--- src/rtl/cpu_clock_ctrl.sv ---
// CPU clock-enable generator: fast/slow divided enable, halt with single-step, LED heartbeat.
// Define CPU_CE_COUNT_EN to build the live 16-bit ce_count; otherwise ce_count is tied to zero.
module cpu_clock_ctrl #(
  parameter int FAST_PERIOD = 2,
  parameter int SLOW_PERIOD = 33554432,
  parameter int CNT_W       = 26
) (
  input  logic        clk,
  input  logic        rst,
  input  logic        mode_halt,
  input  logic        mode_slow,
  input  logic        step,
  output logic        cpu_ce,
  output logic        heartbeat,
  output logic [1:0]  state,
  output logic [15:0] ce_count
);

  typedef enum logic [1:0] {
    ST_FAST   = 2'b00,
    ST_SLOW   = 2'b01,
    ST_HALTED = 2'b10,
    ST_STEP   = 2'b11
  } state_t;

  localparam logic [CNT_W-1:0] FAST_MAX = CNT_W'(FAST_PERIOD - 1);
  localparam logic [CNT_W-1:0] SLOW_MAX = CNT_W'(SLOW_PERIOD - 1);

  state_t           cur, nxt;
  logic [CNT_W-1:0] div_q, div_d;
  logic [CNT_W-1:0] period_max;
  logic             step_q, step_edge;
  logic             run;
  logic             ce_d;

  // Handshake: cpu_ce is a one-clk strobe with no back-pressure; Cpu advances
  // on every cycle it is high and never stalls this block.
  always_comb begin
    step_edge  = step & ~step_q;
    nxt        = cur;
    period_max = (cur == ST_SLOW) ? SLOW_MAX : FAST_MAX;
    div_d      = '0;
    ce_d       = 1'b0;
    run        = 1'b0;

    if (mode_halt) begin
      nxt = (cur == ST_HALTED && step_edge) ? ST_STEP : ST_HALTED;
    end else begin
      case (cur)
        ST_STEP: nxt = ST_HALTED;
        default: nxt = mode_slow ? ST_SLOW : ST_FAST;
      endcase
    end

    // A state change restarts the divider, so no partial period carries over.
    run = (nxt == cur) && (cur == ST_FAST || cur == ST_SLOW);
    if (nxt == ST_STEP) begin
      ce_d = 1'b1;
    end else if (run) begin
      if (div_q == period_max) begin
        ce_d = 1'b1;
      end else begin
        div_d = div_q + 1'b1;
      end
    end
  end

  always_ff @(posedge clk or negedge rst) begin
    if (!rst) begin
      cur       <= ST_HALTED;
      div_q     <= '0;
      step_q    <= 1'b1;
      cpu_ce    <= 1'b0;
      heartbeat <= 1'b0;
    end else begin
      cur       <= nxt;
      div_q     <= div_d;
      step_q    <= step;
      cpu_ce    <= ce_d;
      heartbeat <= heartbeat ^ ce_d;
    end
  end

  assign state = cur;

`ifdef CPU_CE_COUNT_EN
  logic [15:0] cnt_q;

  always_ff @(posedge clk or negedge rst) begin
    if (!rst) begin
      cnt_q <= 16'h0000;
    end else if (ce_d) begin
      cnt_q <= cnt_q + 16'd1;
    end
  end

  assign ce_count = cnt_q;
`else
  assign ce_count = 16'h0000;
`endif

endmodule

--- config.mk ---
export PLATFORM = sky130hd
export DESIGN_NAME = cpu_clock_ctrl
export DESIGN_NICKNAME = d
export VERILOG_FILES = /design/src/rtl/cpu_clock_ctrl.sv
export SDC_FILE = /design/constraint.sdc
export NUM_CORES = 1
export LEC_CHECK = 0
export ABC_CLOCK_PERIOD_IN_PS = 2680
export CAP_MARGIN = 20
export CORE_MARGIN = 2
export CORE_UTILIZATION = 45
export DETAILED_ROUTE_END_ITERATION = 6
export PLACE_DENSITY = 0.68
export SYNTH_ARGS = -nofsm -noshare
export SYNTH_HDL_FRONTEND = slang
export SYNTH_SLANG_ARGS = --single-unit
--- constraint.sdc ---
create_clock -name clk -period 2.68 [get_ports clk]
set_input_delay 0.268 -clock clk [delete_from_list [all_inputs] [get_ports clk]]
set_output_delay 0.268 -clock clk [all_outputs]
set_load 0.01 [all_outputs]
==> impl_metrics.tcl <==
set metrics [dict create \
    status "completed" \
    drt_pre_antenna_iters 4 \
    finalHoldViolations 0 \
    power_switching_w 0.000230 \
    overflow 0 \
    synth.avg_cell_area_sq_um 10.0 \
    synth_largest_area_cell "dfrtp_1" \
    antenna_cells 0 \
    avgViaCountPerCell 5.63 \
    antenna_left 0 \
    core-area_sq_mm 0.00372 \
    hp-class "input pin to asynchronous set/reset pin" \
    fmax_ghz 0.478 \
    fill_cells 331 \
    cts_buffers 5 \
    p_total_w 0.000908 \
    post_drt_wl_per_cell_um 14.3 \
    cp-start-kind "flip-flop" \
    initialDrtViolationCount 56 \
    power_density_mw_per_mm2 470 \
    synth_area_sq_mm 0.00178 \
    tightestPinTransition_ns 0.560 \
    final_common_cell "dfrtp_1" \
    p_seq_frac 0.530 \
    drc 0 \
    cp.required_ns 2.82 \
    netlist-cell-type-count 39 \
    fin_skew_ns 0.00457 \
    crit_type "flip-flop to flip-flop" \
    yosysSeqAreaShare 0.438 \
    antenna_found_initial 0 \
    power.share.switching 0.253 \
    utilization 0.520 \
    final_cell_mix "dfrtp_1 (29), nor3_1 (28), conb_1 (16)" \
    setup_viol 0 \
    drive_above_1_share 0.117 \
    p_comb_frac 0.081 \
    worstPathMaxFanout 19 \
    post_cts_buffers 0 \
    synth.area.top_cells "dfrtp_1 (41%), nor3_1 (7.9%), xor2_1 (6.9%), buf_4 (6.8%), nand4_1 (4.6%)" \
    start_util 0.478 \
    synth_warnings 0 \
    grt_pass1_wl_um 5930 \
    final.setup.tns_ns 0 \
    die_h_um 66.8 \
    syn_to_final_growth_pct 8.66 \
    rsz0062_at_grt "false" \
    gp_congestion 0.883 \
    yosysTopAreaCellShare 0.408 \
    crit_path_end_kind "flip-flop" \
    clk_latency_ns 0.29 \
    cts_num_sinks 31 \
    ff2ff_path_depth 6 \
    die_x_um 66.8 \
    drt_wl_total_um 3380 \
    multi_input_area_sq_um 890 \
    dr_total_vias 1328 \
    grt_pass1_vias 1286 \
    hold_buffers 0 \
    fin_crit_ns 2.09 \
    nets 193 \
    pwr-share-clk 0.388 \
    postSynthCellCount 177 \
    relSlewSlack 0.623 \
    period_share 0.781 \
    root_buffer "clkbuf_8" \
    ys_ff_latch 31 \
    numPortBuffers 8 \
    final-seq-area_sq_um 778 \
    ios 25 \
    p_int_w 0.000678 \
    num_rows 22 \
    timing.final.max_slew_violations 0 \
    dieArea_sq_mm 0.00447 \
    grt_max_degree 32 \
    cts_tree "done" \
    clock_path_buffers 2 \
    gr-usage-all-layers 0.180 \
    ctsResizeCount 0 \
    dpl.hpwl_um 2360 \
    cts.clk_slew.worst_paths_ns 0.06 \
    drv_cap 0 \
    arrival_ns 2.23 \
    max-vdd-ir-drop_mv 0.323 \
    htreeDepth 2 \
    p_leak_nw 0.788 \
]
## state kept, by name, summed over array words and instances, names as in the netlist
signal / count
div_q: 26
step_q: 1
cpu_ce: 1
state: 2
heartbeat: 1
## final cells by class
cell class	count	share of cell area
multi-input combinational	137	0.461
inverter	1	0.00194
timing repair buffer	11	0.0596
clock inverter	3	0.00778
tap	48	0.0311
clock buffer	5	0.0356
sequential	31	0.403
## cell families (layout without fill, tap and decap cells)
kind of cell    after synthesis  in the layout  share of synthesized area
buf+inv                      24             20                     0.0930
compound gates               11             11                     0.0535
fa+ha+maj                     1              1                    0.00704
xor+xnor                     23             23                      0.113
simple gates                 86             86                      0.293
flops                        31             31                      0.438
other cells                   1             16                    0.00211
## power groups by stage
stage          registers [W]  logic (W)  clock network, W
3_3_place_gp        0.000490  0.0000730                 0
3_5_place_dp        0.000490  0.0000746                 0
2_1_floorplan       0.000490  0.0000588                 0
6_report            0.000481  0.0000740          0.000353
4_1_cts             0.000481  0.0000747          0.000360
5_1_grt             0.000482  0.0000827          0.000385
## per-layer routing
metal,up-vias,GRT usage,share of wire
li1,636,-,-
met1,654,0.222,0.45
met2,32,0.296,0.50
met3,6,0.0456,0.040
met4,0,0.0816,0.018
met5,-,0,0
## critical path, cell delays in order, from the launching register on
cell and delay, ns:
dfrtp_1 0.44, nor4_1 0.35, nand4_1 0.13, or4_4 0.46
a21oi_4 0.29, buf_12 0.19, nor3_1 0.08
## path summary, 6_finish.rpt
| kind | startpoint | endpoint | slack (ns) |
|---|---|---|---|
| hold / removal | rst | div_q[3] | 0.38 |
| max in group asynchronous | rst | state[1] | 1.98 |
| hold reg to reg | div_q[0] | div_q[0] | 0.58 |
| min in group clk | step | step_q | 0.41 |
| setup / recovery | div_q[14] | div_q[12] | 0.59 |
| setup reg to reg | div_q[14] | div_q[12] | 0.59 |
## stage by stage
stage                     hold WS [ns]  area [sq um]  instances  worst slack, ns
after floorplan                -0.0276          1830        192            0.835
after global placement           0.556          1850        228            0.638
after detailed placement         0.561          1850        228            0.605
after CTS                        0.398          1930        236            0.575
after global routing             0.417          1930        236            0.483
final                            0.376          1930        236            0.586
## Yosys cell counts, drive strengths merged
library cell	count
a2111o	1
a211oi	1
a21o	2
a21oi	3
a221oi	1
a31o	1
and3	6
and4	2
buf	18
clkbuf	5
conb	1
dfrtp	29
dfstp	2
ha	1
inv	1
nand2	7
nand2b	1
nand3	8
nand4	13
nand4b	1
nor2	5
nor2b	1
nor3	29
nor3b	1
nor4	7
nor4b	2
o21ai	1
o22ai	1
or3	2
or4	1
xnor2	9
xor2	14
Power figures use the tool's default switching activity.
